--- config.mk ---
export PLATFORM = sky130hd
export DESIGN_NAME = bsg_manycore_reset_sequencer
export DESIGN_NICKNAME = d
export VERILOG_FILES = /design/src/rtl/bsg_manycore_pkg.sv /design/src/rtl/bsg_manycore_reset_sync.sv /design/src/rtl/bsg_manycore_reset_sequencer.sv
export SDC_FILE = /design/constraint.sdc
export NUM_CORES = 1
export LEC_CHECK = 0
export ABC_CLOCK_PERIOD_IN_PS = 4550
export CORE_UTILIZATION = 50
export DETAILED_ROUTE_END_ITERATION = 16
export GPL_ROUTABILITY_DRIVEN = 0
export PLACE_DENSITY = 0.78
export REMOVE_ABC_BUFFERS = 1
export SYNTH_ARGS = -nofsm -noshare
export SYNTH_HDL_FRONTEND = slang
export SYNTH_SLANG_ARGS = --single-unit
--- constraint.sdc ---
create_clock -name clk_i -period 4.55 [get_ports clk_i]
set_input_delay 0.91 -clock clk_i [delete_from_list [all_inputs] [get_ports clk_i]]
set_output_delay 0.91 -clock clk_i [all_outputs]
set_load 0.1 [all_outputs]
--- src/rtl/bsg_manycore_pkg.sv ---
// Shared types for the manycore reset sequencer.
//   bsg_manycore_reset_seq_state_e : sequencer FSM states
//   safe_clog2                     : counter width helper, never returns 0
package bsg_manycore_pkg;

  typedef enum logic [2:0] {
    e_rs_idle,
    e_rs_hold,
    e_rs_io,
    e_rs_rows,
    e_rs_done
  } bsg_manycore_reset_seq_state_e;

  // Width needed to hold values 0..n-1, at least one bit.
  function automatic int unsigned safe_clog2(input int unsigned n);
    return (n <= 1) ? 1 : $clog2(n);
  endfunction

endpackage

--- src/rtl/bsg_manycore_reset_sync.sv ---
// Reset synchroniser: assertion passes straight through (async clear),
// deassertion is retimed through sync_stages_p flops.
//   clk_i     : clock
//   reset_n_i : raw active-low reset
//   reset_n_o : active-low reset, deassertion synchronous to clk_i
module bsg_manycore_reset_sync #(
  parameter int unsigned sync_stages_p = 2
) (
  input  logic clk_i,
  input  logic reset_n_i,
  output logic reset_n_o
);

  if (sync_stages_p < 2) begin : g_bad_stages
    $error("bsg_manycore_reset_sync: sync_stages_p must be >= 2");
  end

  logic [sync_stages_p-1:0] sync_q;

  // Shift ones in after release; any assertion clears the whole chain.
  always_ff @(posedge clk_i or negedge reset_n_i) begin
    if (!reset_n_i) begin
      sync_q <= '0;
    end else begin
      sync_q <= {sync_q[sync_stages_p-2:0], 1'b1};
    end
  end

  assign reset_n_o = sync_q[sync_stages_p-1];

endmodule

--- src/rtl/bsg_manycore_reset_sequencer.sv ---
// Staged reset release for the manycore array: IO-row routers first, then
// tile rows one at a time with row_gap_p cycles between releases. A software
// re-reset can be requested once the sequence is complete.
//   clk_i            : clock
//   reset_n_i        : chip reset, asynchronous active-low
//   sw_reset_v_i     : software re-reset request (taken when ready is high)
//   row_hold_i       : per tile row hold-in-reset (only with
//                      BSG_MANYCORE_RESET_SEQ_ROW_HOLD_EN defined)
//   sw_reset_ready_o : high only while the sequence is complete
//   io_reset_o       : active-high reset per IO router
//   tile_reset_o     : active-high reset per tile, [row][col], row 0 first
//   done_o           : sequence complete
// Optional feature macro: BSG_MANYCORE_RESET_SEQ_ROW_HOLD_EN
module bsg_manycore_reset_sequencer
  import bsg_manycore_pkg::*;
#(
  parameter int unsigned num_tiles_x_p = 4,
  parameter int unsigned num_tiles_y_p = 5,
  parameter int unsigned sync_stages_p = 2,
  parameter int unsigned hold_cycles_p = 8,
  parameter int unsigned row_gap_p     = 2
) (
  input  logic                                         clk_i,
  input  logic                                         reset_n_i,
  input  logic                                         sw_reset_v_i,
`ifdef BSG_MANYCORE_RESET_SEQ_ROW_HOLD_EN
  input  logic [num_tiles_y_p-2:0]                     row_hold_i,
`endif
  output logic                                         sw_reset_ready_o,
  output logic [num_tiles_x_p-1:0]                     io_reset_o,
  output logic [(num_tiles_y_p-1)*num_tiles_x_p-1:0]   tile_reset_o,
  output logic                                         done_o
);

  localparam int unsigned cols_lp   = num_tiles_x_p;
  localparam int unsigned rows_lp   = num_tiles_y_p - 1;
  localparam int unsigned tiles_lp  = rows_lp * cols_lp;
  localparam int unsigned gap_w_lp  = safe_clog2(row_gap_p + 1);
  localparam int unsigned hold_w_lp = safe_clog2(hold_cycles_p + 1);
  localparam int unsigned row_w_lp  = safe_clog2(num_tiles_y_p);

  if (num_tiles_x_p < 1) begin : g_bad_x
    $error("bsg_manycore_reset_sequencer: num_tiles_x_p must be > 0");
  end
  if (num_tiles_y_p < 2) begin : g_bad_y
    $error("bsg_manycore_reset_sequencer: num_tiles_y_p must be >= 2");
  end
  if (hold_cycles_p < 1 || row_gap_p < 1) begin : g_bad_timing
    $error("bsg_manycore_reset_sequencer: hold_cycles_p and row_gap_p must be >= 1");
  end

  logic reset_sync_n;

  bsg_manycore_reset_sync #(
    .sync_stages_p(sync_stages_p)
  ) reset_sync (
    .clk_i    (clk_i),
    .reset_n_i(reset_n_i),
    .reset_n_o(reset_sync_n)
  );

  bsg_manycore_reset_seq_state_e state_q, state_n;
  logic [hold_w_lp-1:0] hold_q, hold_n;
  logic [gap_w_lp-1:0]  gap_q, gap_n;
  logic [row_w_lp-1:0]  row_q, row_n;
  logic [rows_lp-1:0]   released_q, released_n;
  logic [cols_lp-1:0]   io_reset_q, io_reset_n;
  logic [tiles_lp-1:0]  tile_reset_q, tile_reset_n;
  logic                 done_q, done_n;
  logic                 ready_q, ready_n;

  // Next-state, counter and output computation.
  always_comb begin
    state_n    = state_q;
    hold_n     = hold_q;
    gap_n      = gap_q;
    row_n      = row_q;
    released_n = released_q;
    io_reset_n = io_reset_q;
    done_n     = done_q;
    ready_n    = ready_q;

    unique case (state_q)
      e_rs_idle: begin
        if (reset_sync_n) begin
          state_n = e_rs_hold;
          hold_n  = '0;
        end
      end

      e_rs_hold: begin
        if (hold_q == hold_w_lp'(hold_cycles_p - 1)) begin
          io_reset_n = '0;
          hold_n     = '0;
          gap_n      = '0;
          state_n    = e_rs_io;
        end else begin
          hold_n = hold_q + hold_w_lp'(1);
        end
      end

      // IO waits out the first gap before row 0; ROWS releases the rest and
      // spends one extra cycle after the last row before reporting done.
      e_rs_io, e_rs_rows: begin
        if (state_q == e_rs_rows && row_q == row_w_lp'(rows_lp)) begin
          state_n = e_rs_done;
          done_n  = 1'b1;
          ready_n = 1'b1;
        end else if (gap_q == gap_w_lp'(row_gap_p - 1)) begin
          for (int unsigned k = 0; k < rows_lp; k++) begin
            if (row_q == row_w_lp'(k)) released_n[k] = 1'b1;
          end
          row_n   = row_q + row_w_lp'(1);
          gap_n   = '0;
          state_n = e_rs_rows;
        end else begin
          gap_n = gap_q + gap_w_lp'(1);
        end
      end

      // Software re-reset restarts at HOLD; the synchroniser is not re-run.
      e_rs_done: begin
        if (sw_reset_v_i && ready_q) begin
          state_n    = e_rs_hold;
          hold_n     = '0;
          gap_n      = '0;
          row_n      = '0;
          released_n = '0;
          io_reset_n = '1;
          done_n     = 1'b0;
          ready_n    = 1'b0;
        end
      end

      default: begin
        state_n = e_rs_idle;
      end
    endcase

    // A whole row's columns come out of reset together.
    for (int unsigned k = 0; k < rows_lp; k++) begin
`ifdef BSG_MANYCORE_RESET_SEQ_ROW_HOLD_EN
      tile_reset_n[k*cols_lp +: cols_lp] = {cols_lp{~released_n[k] | row_hold_i[k]}};
`else
      tile_reset_n[k*cols_lp +: cols_lp] = {cols_lp{~released_n[k]}};
`endif
    end
  end

  // State, counters and registered outputs; assertion is immediate.
  always_ff @(posedge clk_i or negedge reset_n_i) begin
    if (!reset_n_i) begin
      state_q      <= e_rs_idle;
      hold_q       <= '0;
      gap_q        <= '0;
      row_q        <= '0;
      released_q   <= '0;
      io_reset_q   <= '1;
      tile_reset_q <= '1;
      done_q       <= 1'b0;
      ready_q      <= 1'b0;
    end else begin
      state_q      <= state_n;
      hold_q       <= hold_n;
      gap_q        <= gap_n;
      row_q        <= row_n;
      released_q   <= released_n;
      io_reset_q   <= io_reset_n;
      tile_reset_q <= tile_reset_n;
      done_q       <= done_n;
      ready_q      <= ready_n;
    end
  end

  assign sw_reset_ready_o = ready_q;
  assign io_reset_o       = io_reset_q;
  assign tile_reset_o     = tile_reset_q;
  assign done_o           = done_q;

endmodule
==> out/qor.csv <==
stage,metric,value,unit
run_status,status,"finished, final reports clean",
placed_design,placed_cell_area,1450,µm²
worst_setup_path,crit_type,reg2out,
timing,fin_worst_skew,0.00430,ns
timing,rsz0062_at_grt,false,
worst_setup_path,cp_data_arrival_time,2.04,ns
floorplanning,ios,25,
cts,h-tree-depth,1,
worst_setup_path,rr_worst_depth,6,
drt,firstDrtPassIters,4,
run,cap_violations,0,
global_route,antenna_found_initial,0,
yosys,yosys-top-cells-area,"dfrtp_1 36%, dfstp_2 9.9%, buf_4 9.6%",
timing,tns,0,ns
cts,cts_sinks,24,
global_route,track_usage,0.172,
worst_setup_path,critPathLaunch,tile_reset_o[12]$_DFF_PN1_,
cts,root_buffer,clkbuf_4,
worst_setup_path,critPathSlowestCell,clkdlybuf4s50_1,
timing,fmax,0.339,GHz
yosys,ys_ff_latch,24,
worst_setup_path,r2r-end,state_q[0]$_DFFE_PN0P_,
hold_path,hold_depth,0,
worst_setup_path,cp-start-kind,register,
yosys,yosysWarnings,0,
worst_setup_path,r2r_slack,2.73,ns
worst_setup_path,crit_required,3.64,ns
cts,cts_hold_buf,0,
finish,num-fill-cells,212,
finish,final_core_util,0.600,
timing,final-setup-viol-count,0,
drt,routed_wl,2120,µm
drt,drtIter0Drc,7,
worst_setup_path,critical_path_buf_inv_count,1,
cts,clock_latency,0.31,ns
placed_design,place.detailed.hpwl,1550,µm
placed_design,port_buffers,24,
cts,cts_resized,0,
finish,multiInputGateArea,543,µm²
yosys,syn_area,1320,µm²
timing,timing_hold_violations_final,0,
floorplanning,num_rows,18,
finish,seq_area,607,µm²
drt,routedWlPerCell,13.6,µm
worst_setup_path,path_cells,clkdlybuf4s50_1,
drt,drc,0,
drt,vias,862,
floorplanning,dieArea,2850,µm²
cts,cts_buffer_depth,2,
finish,postLayoutCellArea,1490,µm²
floorplanning,die_w,53.4,µm
global_route,grt_max_degree,25,
floorplanning,start_util,0.534,
hold_path,hold_start,reset_sync.sync_q[0]$_DFF_PN0_,
yosys,ys_seq_area_frac,0.459,
hold_path,holdPathEnd,reset_sync.sync_q[1]$_DFF_PN0_,
finish,diodes,0,
global_route,grt_pass1_vias,811,
timing,period_minus_slack,2.95,ns
floorplanning,die_h,53.4,µm
cts,cts_setup_buffers,0,
worst_setup_path,end_kind,primary output,
global_route,grt_pass1_wl,3550,µm
cts,tritoncts,built,
yosys,postSynthCellCount,117,
worst_setup_path,cp_max_fo,4,
yosys,synth.distinct_cells,38,
yosys,yosys.area.top_type_share,0.360,
timing,slew_headroom,0.298,
global_route,overflow,0,
worst_setup_path,max_stage_delay,1.15,ns
drt,postRouteAntennaNets,0,
cts,cts_buffers,3,
timing,period_share,0.648,
cts,path_clk_slew,0.13,ns
finish,nets,136,
worst_setup_path,r2r_start,row_q[0]$_DFFE_PN0P_,
finish,synthToLayoutAreaGrowth,12.4,%
yosys,synth_top_area_cell,dfrtp_1,
yosys,synth_area_per_cell,11.3,µm²
timing,finalMaxSlewViolations,0,
finish,drive_above_1_share,0.183,
drt,vias_per_cell,5.53,
worst_setup_path,critical_path.top_delay_family,buffers and inverters,
timing,worst_slew_pin_slew,1.05,ns
floorplanning,coreArea,2480,µm²
hold_path,hold_path.class,reg2reg,
## Yosys cell counts (all sizes together)
library cell and count:
nand4b 1, buf 19, conb 1, and3 1, a32oi 1, or3b 1
a21o 2, and2 2, nand2b 3, o21a 2, o41ai 1, nor2 5
o311ai 1, mux2 3, o31ai 1, dfstp 5, a22oi 5, inv 6
nor2b 2, nand3 4, o21ai 5, a22o 7, o21bai 1, nor3 1
a21oi 1, nand3b 1, dfrtp 19, ha 6, nor3b 3, nand2 7
## cell type report
class / instances / area share
Clock buffer: 4 / 0.0244
Timing Repair Buffer: 24 / 0.162
Tap cell: 30 / 0.0253
Sequential cell: 24 / 0.408
Inverter: 6 / 0.0152
Multi-Input combinational cell: 68 / 0.365
## worst max-delay path by stage
stage	to	slack, ns	cells past startpoint
3_3_place_gp	io_reset_o[1]	1.98	1
6_report	tile_reset_o[14]	1.60	1
5_1_grt	io_reset_o[1]	1.55	1
2_1_floorplan	io_reset_o[0]	1.81	0
4_1_cts	io_reset_o[1]	1.59	1
3_5_place_dp	tile_reset_o[14]	1.95	1
## per-stage QoR
stage | hold slack (ns) | cells | worst slack [ns]
3_5_place_dp | 0.338 | 152 | 1.95
2_1_floorplan | 0.331 | 98 | 1.81
4_1_cts | 0.369 | 156 | 1.59
6_report | 0.365 | 156 | 1.60
5_1_grt | 0.373 | 156 | 1.55
3_3_place_gp | 0.332 | 152 | 1.98
## cell families (layout without fill, tap and decap cells)
| family | after synthesis | in the layout | synth area share |
|---|---|---|---|
| flops | 24 | 24 | 0.459 |
| buf+inv | 25 | 34 | 0.131 |
| simple gates | 31 | 31 | 0.150 |
| fa+ha+maj | 6 | 6 | 0.0568 |
| compound gates | 27 | 27 | 0.169 |
| other cells | 1 | 1 | 0.00284 |
| mux | 3 | 3 | 0.0312 |
## cell usage in the layout, fill, tap and decap left out, types with 2 or more instances in the layout
| cell | n |
|---|---|
| dfrtp_1 | 19 |
| nor3b_2 | 2 |
| nor2_1 | 5 |
| o21ai_0 | 5 |
| nand2_1 | 7 |
| ha_1 | 6 |
| clkdlybuf4s50_1 | 24 |
| nand3_1 | 3 |
| a22oi_1 | 5 |
| inv_1 | 6 |
| a22o_1 | 7 |
| nand2b_1 | 2 |
| mux2_4 | 2 |
| clkbuf_4 | 3 |
| dfstp_2 | 5 |
| o21a_1 | 2 |
## per-layer routing
metal / track usage / vias up / wire length [µm]
met5: 0 / - / 0
met4: 0.0702 / 0 / 0
met3: 0.0230 / 0 / 68
met2: 0.288 / 23 / 1110
met1: 0.220 / 427 / 939
li1: - / 412 / -
Power is left out: the tool's default activity adds up to more than one toggle a clock period on the data nets, which glitch-free logic cannot reach.
